[src/rtl/free_list_obj_pkg.sv]
// free_list_obj_pkg: shared rename constants, tag/pointer types and full detection
package free_list_obj_pkg;
    localparam int PHYS_REGS = 64;
    localparam int ARCH_REGS = 32;
    localparam int DEPTH = PHYS_REGS - ARCH_REGS;
    localparam int TAG_W = $clog2(PHYS_REGS);
    localparam int IDX_W = $clog2(DEPTH);
    localparam int PTR_W = IDX_W + 1;
    localparam string DBG_TAG = "FreeList";
    typedef logic [TAG_W-1:0] tag_t;
    typedef logic [PTR_W-1:0] ptr_t;
    // Full when the indices match but the wrap bits differ.
    function automatic logic is_full(input ptr_t tail, input ptr_t head);
        return (tail[IDX_W-1:0] == head[IDX_W-1:0]) && (tail[IDX_W] != head[IDX_W]);
    endfunction
endpackage

[src/rtl/free_list_obj_if.sv]
// free_list_obj_if: dispatch/commit handshake between the pipeline and the free list
interface free_list_obj_if import free_list_obj_pkg::*; ();
    logic stall;
    logic alloc_req;
    tag_t alloc_tag;
    logic alloc_valid;
    logic free_en;
    tag_t free_tag;
    logic commit;
    logic flush;
    logic [TAG_W-1:0] free_count;
    logic err;
    modport master (
        output stall, alloc_req, free_en, free_tag, commit, flush,
        input  alloc_tag, alloc_valid, free_count, err
    );
    modport slave (
        input  stall, alloc_req, free_en, free_tag, commit, flush,
        output alloc_tag, alloc_valid, free_count, err
    );
endinterface

[src/rtl/free_list_obj_circ_ptr.sv]
// free_list_obj_circ_ptr: wrap-aware FIFO pointer with increment and load
module free_list_obj_circ_ptr import free_list_obj_pkg::*; #(
    parameter ptr_t RST = '0
) (
    input  logic clk,
    input  logic reset,
    input  logic inc,
    input  logic load,
    input  ptr_t load_val,
    output ptr_t ptr
);
    // Load (flush recovery) takes priority over a normal advance.
    always_ff @(posedge clk)
        ptr <= reset ? RST : load ? load_val : ptr + ptr_t'(inc);
endmodule

[src/rtl/free_list_obj.sv]
// free_list_obj: physical-register free list with speculative and committed heads
module free_list_obj import free_list_obj_pkg::*; (
    input logic clk,
    input logic reset,
    free_list_obj_if.slave fl
);
    tag_t mem [DEPTH];
    ptr_t spec_head, committed_head, tail, committed_next;
    logic empty, full, alloc_fire, free_hit, free_ok, commit_ok, commit_bad;
    // Gate each operation; commit is applied before a same-cycle flush reload.
    always_comb begin
        empty = spec_head == tail;
        full = is_full(tail, committed_head);
        alloc_fire = fl.alloc_req && !empty && !fl.stall && !fl.flush;
        free_hit = fl.free_en && (fl.free_tag != '0);
        free_ok = free_hit && !full;
        commit_bad = fl.commit && (committed_head == spec_head);
        commit_ok = fl.commit && !commit_bad;
        committed_next = committed_head + ptr_t'(commit_ok);
    end
    assign fl.alloc_tag = mem[spec_head[IDX_W-1:0]];
    assign fl.alloc_valid = !empty;
    assign fl.free_count = tail - spec_head;
    free_list_obj_circ_ptr #(.RST('0)) u_spec_head (
        .clk(clk), .reset(reset), .inc(alloc_fire), .load(fl.flush),
        .load_val(committed_next), .ptr(spec_head)
    );
    free_list_obj_circ_ptr #(.RST('0)) u_committed_head (
        .clk(clk), .reset(reset), .inc(commit_ok), .load(1'b0),
        .load_val('0), .ptr(committed_head)
    );
    free_list_obj_circ_ptr #(.RST(ptr_t'(DEPTH))) u_tail (
        .clk(clk), .reset(reset), .inc(free_ok), .load(1'b0),
        .load_val('0), .ptr(tail)
    );
    // Storage preloads the non-architectural tags and appends released tags at the tail.
    always_ff @(posedge clk) begin
        if (reset) begin
            for (int i = 0; i < DEPTH; i++) mem[i] <= tag_t'(ARCH_REGS + i);
        end else if (free_ok) begin
            mem[tail[IDX_W-1:0]] <= fl.free_tag;
        end
    end
    // Sticky flag for a release into a full list or a commit with nothing outstanding.
    always_ff @(posedge clk)
        fl.err <= reset ? 1'b0 : fl.err | (free_hit && full) | commit_bad;
    // Pointer ordering: committed_head <= spec_head <= tail, occupancy never above DEPTH.
    always_ff @(posedge clk) begin
        if (!reset) begin
            assert (ptr_t'(spec_head - committed_head) <= ptr_t'(tail - committed_head));
            assert (ptr_t'(tail - committed_head) <= ptr_t'(DEPTH));
        end
    end
`ifdef FREELIST
    // Per-cycle trace of the pointers and occupancy.
    always_ff @(posedge clk)
        $display("%s spec_head=%0d committed_head=%0d tail=%0d free_count=%0d",
                 DBG_TAG, spec_head, committed_head, tail, fl.free_count);
`endif
endmodule

[src/flat_wrapper.sv]
// flat-port wrapper written by rule: the top's interface ports become plain ports
module free_list_obj_flat import free_list_obj_pkg::*;
  (clk, reset, fl_stall, fl_alloc_req, fl_free_en, fl_free_tag, fl_commit, fl_flush, fl_alloc_tag, fl_alloc_valid, fl_free_count, fl_err);
  free_list_obj_if fl_i ();
  input logic clk;
  input logic reset;
  input wire logic [$bits(fl_i.stall)-1:0] fl_stall;
  input wire logic [$bits(fl_i.alloc_req)-1:0] fl_alloc_req;
  input wire logic [$bits(fl_i.free_en)-1:0] fl_free_en;
  input wire logic [$bits(fl_i.free_tag)-1:0] fl_free_tag;
  input wire logic [$bits(fl_i.commit)-1:0] fl_commit;
  input wire logic [$bits(fl_i.flush)-1:0] fl_flush;
  output wire logic [$bits(fl_i.alloc_tag)-1:0] fl_alloc_tag;
  output wire logic [$bits(fl_i.alloc_valid)-1:0] fl_alloc_valid;
  output wire logic [$bits(fl_i.free_count)-1:0] fl_free_count;
  output wire logic [$bits(fl_i.err)-1:0] fl_err;
  assign fl_i.stall = fl_stall;
  assign fl_i.alloc_req = fl_alloc_req;
  assign fl_i.free_en = fl_free_en;
  assign fl_i.free_tag = fl_free_tag;
  assign fl_i.commit = fl_commit;
  assign fl_i.flush = fl_flush;
  assign fl_alloc_tag = fl_i.alloc_tag;
  assign fl_alloc_valid = fl_i.alloc_valid;
  assign fl_free_count = fl_i.free_count;
  assign fl_err = fl_i.err;
  free_list_obj u_core (.clk(clk), .reset(reset), .fl(fl_i));
endmodule
[config.mk]
export PLATFORM = sky130hd
export DESIGN_NAME = free_list_obj_flat
export DESIGN_NICKNAME = d
export VERILOG_FILES = /design/src/rtl/free_list_obj_pkg.sv /design/src/rtl/free_list_obj_if.sv /design/src/rtl/free_list_obj_circ_ptr.sv /design/src/rtl/free_list_obj.sv /design/src/flat_wrapper.sv
export SDC_FILE = /design/constraint.sdc
export NUM_CORES = 1
export LEC_CHECK = 0
export CAP_MARGIN = 20
export CORE_MARGIN = 5
export CORE_UTILIZATION = 35
export DETAILED_ROUTE_END_ITERATION = 6
export GPL_TIMING_DRIVEN = 0
export PLACE_DENSITY = 0.48
export SYNTH_ARGS = -nofsm -noshare
export SYNTH_HDL_FRONTEND = slang
export SYNTH_SLANG_ARGS = --single-unit
[constraint.sdc]
create_clock -name clk -period 3.5 [get_ports clk]
set_input_delay 0.7 -clock clk [delete_from_list [all_inputs] [get_ports clk]]
set_output_delay 0.7 -clock clk [all_outputs]
set_load 0.1 [all_outputs]
# Yosys cells after proc, flatten, opt, wreduce, memory -nomap -nowiden
# Memory sizes are Yosys's and may differ from the RTL's. A register that Yosys moved wholly into a read port is not among the register bits.
# Cells that the tools add are included.
# totals
out_inout_bits,14
in_bits,13
mem_count,1
register_bits,19
ramBits,192
# op_classes
eq_ne,4
bitwise_logic,2
addsub,4
n_mux,10
reduce_logical,16
# mem_list
name,words,word_bits,rd,rd_clocked_by_memory_dff,wr,line,rtl
u_core.mem,32,6,1,1,32,free_list_obj.sv:7,tag_t mem [DEPTH];
# ops
operator,n
adder 6 x 1 -> 6 bit,3
equality test 6 bit,2
2-to-1 mux 6 bit,2
2-to-1 mux 5 bit,2
logical AND 1 bit,9
2-to-1 mux 1 bit,6
nonzero test 6 bit,1
OR reduction 6 bit,1
subtractor 6 bit,1
equality test 5 bit,1
zero test 1 bit,5
bitwise OR 1 bit,2
inequality test 1 bit,1

# Depth between registers and ports, before layout
# Gate-level depths: netlist (run 1).
# logic_depth
ltp_word,9
mapped_depth,14
mapped_depth_nobuf,11

# Cells and area by module
# A second synthesis (run 1) with hierarchy kept.
# hier_totals
cells_unflattened,789
area_unflattened_um2,10301.1
# by_module_without_submodules
mod,n_inst,cells_each,area_per_inst_um2
free_list_obj,1,698,9431.5
free_list_obj_circ_ptr at u_core.u_committed_head ...,2,30,280.3
free_list_obj_circ_ptr at u_core.u_tail,1,31,309.0

# Worst setup path before layout (run 1)
# Ideal clock, no wire load.
# synth_timing
path_type,register to output
from,register u_core.u_spec_head.ptr[1]
to,output fl_free_count[5]
path_slack_ns,-0.500
arrival_time_ns,3.300
required_time_ns,2.800
stages_incl_launch_ff,10
path_buffers,3
path_cell_list,dfxtp_1 > clkbuf_1 > buf_2 > buf_2 > inv_1 > ha_1 > nor2b_1 > o21a_1 > o21a_1 > o211ai_1
# synth_between
elab_chain_cells,1
# synth_rtl
element,line,rtl
start: declaration,free_list_obj_circ_ptr.sv:10,output ptr_t ptr
start signal: assignment,free_list_obj_circ_ptr.sv:14,ptr <= reset ? RST : load ? load_val : ptr + ptr_t'(inc);
subtractor 6 bit,free_list_obj.sv:23,assign fl.free_count = tail - spec_head;
end: declaration,flat_wrapper.sv:15,output wire logic [$bits(fl_i.free_count)-1:0] fl_free_count;
# No other way between the ends.

==> results of run 1 <==
-- worst max-delay path, stage by stage (launching register included) --
cell and delay, ns:
dfxtp_2 0.39, clkbuf_8 0.19, buf_6 0.18, nand3_1 0.14
clkbuf_2 0.32, o221ai_1 0.42, a211oi_2 0.11, a21oi_2 0.20
buf_6 0.25
-- Yosys cell counts (all sizes together) (15+ instances only) --
library cell  number
buf               38
edfxtp           192
nand3             29
dfxtp             19
nor3              21
mux2i             24
a21o              25
nor2              82
nand2             67
mux4              37
a21oi             15
clkbuf            40
nand4b            20
nand4             19
-- cells in the final DEF (no fill, tap or decap), drive strengths merged, types with 20 or more instances in the layout --
cell,instances
nand4b,20
nor2,82
nand2,67
buf,57
edfxtp,192
clkbuf,74
nor3,21
a21o,25
nand3,29
mux4,37
mux2i,24
-- timing repair --
item / 4_1_cts / 5_1_grt
gates resized for setup: 96 / 20
gates cloned: 0 / 0
setup endpoints to repair: 12 / 8
pin swaps: 3 / 4
-- through the flow --
step	setup TNS, ns	power (uW)	std cells
2_1_floorplan	-0.161	4280	815
3_3_place_gp	-6.71	4950	1230
3_5_place_dp	-6.50	4980	1238
4_1_cts	-0.0267	7290	1282
5_1_grt	-0.00397	7540	1282
6_report	0	7300	1282
-- power breakdown --
| group | internal [uW] | leakage, uW | switching (uW) |
|---|---|---|---|
| sequential | 2840 | 0.00184 | 42.4 |
| combinational | 624 | 0.00169 | 1510 |
| clock | 1300 | 0.000339 | 989 |
-- routing by layer --
| layer | up-vias | track usage, % |
|---|---|---|
| met3 | 71 | 4.26 |
| met1 | 3714 | 27.1 |
| li1 | 3265 | - |
| met2 | 247 | 33.9 |
| met4 | 0 | 7.30 |
| met5 | - | 0 |
-- kinds of logic (layout without fill, tap and decap cells) --
group | after synthesis | count (layout) | synth area share (%)
fa+ha+maj | 12 | 12 | 1.51
flops | 211 | 211 | 58.8
xor+xnor | 25 | 25 | 2.10
mux | 61 | 61 | 10.3
simple gates | 317 | 317 | 15.9
compound gates | 101 | 101 | 7.45
buf+inv | 88 | 165 | 3.96
-- final cells by class --
type	instances	area (um^2)
flip-flops and latches	211	6150
fillers	2794	17300
clock buffers	34	659
repair buffers	33	329
plain buffers	78	489
inverters	10	40.0
clock inverters	10	40.0
well taps	390	488
multi-input cells	516	4040
-- worst paths after layout --
kind	startpoint	end	slack [ns]
max	u_core.u_spec_head.ptr[1]	fl_alloc_tag[2]	0.07
min	u_core.fl.err	u_core.fl.err	0.52
max reg2reg	u_core.u_spec_head.ptr[4]	u_core.u_spec_head.ptr[4]	0.44
min reg2reg	u_core.fl.err	u_core.fl.err	0.52
-- flip-flops by register name, indices dropped and copies added (netlist names) --
register	count
u_core.fl.err	1
u_core.u_committed_head.ptr	6
u_core.mem	192
u_core.u_spec_head.ptr	6
u_core.u_tail.ptr	6
==> results.ini, run 1 <==
[clock_tree]
cts_sinks=211
cts_buffer_depth=3
cts_tree=built
cts_setup_buffers=0
clkTransAtPathRegs_ns=0.06
cts_buffers=24
htreeDepth=1
cts-root-buf=clkbuf_16
postCtsHoldBufs=0
insertion_delay_ns=0.52

[logic_synthesis]
netlist_area_mm2=0.0105
yosysTopAreaCellShare_pct=55.2
async_reset_ff_share_pct=0
synth_ff_type=edfxtp_1
yosysSeqAreaShare_pct=58.8
synth_top_cell_by_area=edfxtp_1
synth_edf_count=192
synth_seq_cells=211
yosys_warnings=0
avgSynthCellArea_um2=12.8
synth_nets=840
synth.distinct_cells=56
synth_area_leaders=edfxtp_1 (55%), mux4_2 (8.0%), dfxtp_1 (3.6%)
synthCells=815

[floorplanning]
ioPinCount=27
die_x_um=183
fp.coreArea_mm2=0.0296
rows=63
die-height_um=183
start_util_pct=35.4
die_area_mm2=0.0334

[drt]
dr.first_iter.drc_count=650
final_antenna_net_count=0
route.detailed.drc=0
wl_mm=34.8
wl_met3_mm=2.40
drtPass1Iterations=5
wl_met2_mm=16.6
drt-met1-wl_mm=14.5
wl_per_cell_um=27.2
num_vias=7297
top_layer=met4
via_per_inst=5.69

[setup_path]
cp.required_ns=2.80
cp-end-kind=output pin
critPathLaunchType=flop
crit_type=flop to output pin
worst-path-max-fanout=10
r2r_cells=12
critPathArrivalTime_ns=2.73

[global_routing]
grt_usage_pct=20.6
grt_pass1_vias=7313
antenna_found_initial=0
grt_max_degree=13
grt_first_pass_wirelength_mm=50.0
grt_remaining_overflow=0

[power_and_ir_drop]
powerDensity_mw_per_mm2=597
peakVddDrop_v=0.000372
leakagePower_uw=0.00387

[timing]
finalHoldViolCount=0
final.setup.worst_slack_ns=0.0652
fin_hold_ws_ns=0.519
clock_skew_ns=0.0112
setup_viol=0
fmax_mhz=291
post-route-min-period_ns=3.43
drv_slew=0
rsz0062_at_grt=true
worst_pin_slew_ns=0.964
maxSlewHeadroom_pct=35.6
final.period_utilization_pct=98.1

[placement]
hpwl_mm=25.3
place_ws_ns=-0.987
place_congestion=0.906
placed_area_mm2=0.0114
port_buffers=25

[job]
maxCapViolCount=0

[final_layout]
utilization_pct=41.4
areaGrowthSynthToFinish_pct=17.1
layout-drive-gt1-share_pct=18.8
nets=899
design_area_mm2=0.0122
diodes=0

[hold_path]
whs_path_depth=2
hp-class=flop to flop

[run_status]
status=finished, final reports clean

No activity file was read; power rests on OpenSTA's default activity.
==> inputs of run 2 (changes only) <==
--- a/config.mk
+++ b/config.mk
@@ -5,7 +5,7 @@
 export SDC_FILE = /design/constraint.sdc
 export NUM_CORES = 1
 export LEC_CHECK = 0
-export CAP_MARGIN = 20
+export CAP_MARGIN = 40
 export CORE_MARGIN = 5
 export CORE_UTILIZATION = 35
 export DETAILED_ROUTE_END_ITERATION = 6
==> run 2 against run 1 <==
Global-route usage up 0.43 points. Clock power increased by 14%. Sequential share of layout area fell by 1.9 points. Register-to-register slack improved by 0.25 ns. Total power increased by 7.9%. Count of clock-buffer cells in the layout up 1. Largest cell class unchanged. Wire length rose by 1.9%. Flip-flop and latch count unchanged. Fmax grew 1.9%. First-iteration DRC count shrank 2.9%.
==> results.ini, run 2 (synthesis gave the netlist of run 1 again) <==
[final_layout]
largest_reg_flops=192
layoutNonFillerInstCount=1293
areaGrowthSynthToFinish_pct=21.8
layout_common_cells=edfxtp_1 (192), nor2_1 (82), nand2_1 (67), mux4_2 (37), clkbuf_1 (36)
layout-drive-gt1-share_pct=21.8
fillerInstances=2749
layout.cells.most_common=edfxtp_1
nets=910
diodes=0
largest-register=u_core.mem
multi_input_area_mm2=0.00412
regArea_mm2=0.00615
design_area_mm2=0.0127

[drt]
final_antenna_net_count=0
dr.first_iter.drc_count=631
route.detailed.drc=0
drtPass1Iterations=5
via_per_inst=5.68
wl_mm=35.5
num_vias=7342
wl_per_cell_um=27.4

[job]
maxCapViolCount=0

[run_status]
status=finished, final reports clean

[global_routing]
grt_remaining_overflow=0
grt_first_pass_wirelength_mm=51.0
grt_max_degree=14
grt_pass1_vias=7521
antenna_found_initial=0
grt_usage_pct=21.0

[timing]
maxSlewHeadroom_pct=48.4
drv_slew=0
fin_hold_ws_ns=0.528
clock_skew_ns=0.00713
rsz0062_at_grt=false
setup_tns_ns=0
fmax_mhz=297
finalHoldViolCount=0
post-route-min-period_ns=3.37
worst_pin_slew_ns=0.771
setup_viol=0
final.period_utilization_pct=96.3

[setup_path]
critPathArrivalTime_ns=2.67
path_buf_inv=3
cpMostUsedCell=buf_8
cp.required_ns=2.80
path_cells=buf_8, bufbuf_16, mux4_2, a22o_4, a211oi_4, a21oi_2, buf_8
worst-path-max-fanout=4
path_delay_family=compound AO/OA/AOI/OAI gates
critPathLaunchType=flop
crit_type=flop to output pin
slowest_stage=mux4_2
cp-end-kind=output pin
slowest_delay_ns=0.50

[power_and_ir_drop]
power_uw=7880
powerDensity_mw_per_mm2=619
peakVddDrop_v=0.000414
leakagePower_uw=0.00406

[floorplanning]
rows=63
die_x_um=183
die_area_mm2=0.0334
start_util_pct=35.4
die-height_um=183
fp.coreArea_mm2=0.0296
ioPinCount=27

[clock_tree]
cts_tree=built
cts_buffers=24
cts_sinks=211
clkTransAtPathRegs_ns=0.06
insertion_delay_ns=0.52
cts_buffer_depth=3
htreeDepth=1
postCtsHoldBufs=0
cts-root-buf=clkbuf_16

[placement]
place_inst=1252
hpwl_mm=25.3
placed_area_mm2=0.0116
place_congestion=0.906
port_buffers=25

[hold_path]
hp-class=flop to flop

run 2: worst min-delay path, cell delays in order, from the launching register on:
cell and delay, ns:
dfxtp_1 0.32, a31oi_1 0.04, a21oi_1 0.12
run 2: cell type report:
| class | count | share of cell area, % |
|---|---|---|
| clock buffer | 35 | 5.43 |
| buffer | 78 | 4.30 |
| sequential | 211 | 48.3 |
| timing repair buffer | 44 | 4.44 |
| inverter | 10 | 0.344 |
| tap | 390 | 3.83 |
| multi-input combinational | 516 | 32.3 |
| clock inverter | 9 | 0.973 |
run 2: metal layers:
metal	vias to the layer above	GRT usage (%)	share of wire, %
li1	3283	-	-
met1	3738	28.3	42
met2	251	34.3	47
met3	70	3.97	7.1
met4	0	7.24	3.8
met5	-	0	0
run 2: path summary, 6_finish.rpt:
check | from | to | slack (ns) | cells past startpoint
max | u_core.u_spec_head.ptr[0] | fl_alloc_tag[5] | 0.13 | 7
min | u_core.fl.err | u_core.fl.err | 0.53 | 2
max reg2reg | u_core.u_spec_head.ptr[4] | u_core.u_spec_head.ptr[4] | 0.69 | 12
min reg2reg | u_core.fl.err | u_core.fl.err | 0.53 | 2
run 2: power by group:
| group | total [uW] | switching [uW] | leakage [uW] | internal, uW |
|---|---|---|---|---|
| sequential | 2880 | 42.9 | 0.00184 | 2840 |
| combinational | 2380 | 1560 | 0.00182 | 816 |
| clock | 2620 | 1030 | 0.000395 | 1590 |
run 2: repair_timing:
item                       in CTS  in global routing
setup buffers                   6                  0
pin swaps                       7                  6
cloned                          1                  0
setup endpoints to repair      11                  6
resized for setup              70                 18
run 2: through the flow:
step,worst slack (ns),utilization [%]
6_report,0.128,43.1
3_3_place_gp,-0.977,38.1
3_5_place_dp,-0.640,39.1
4_1_cts,-0.304,43.0
5_1_grt,0.0438,43.1
2_1_floorplan,-0.161,-
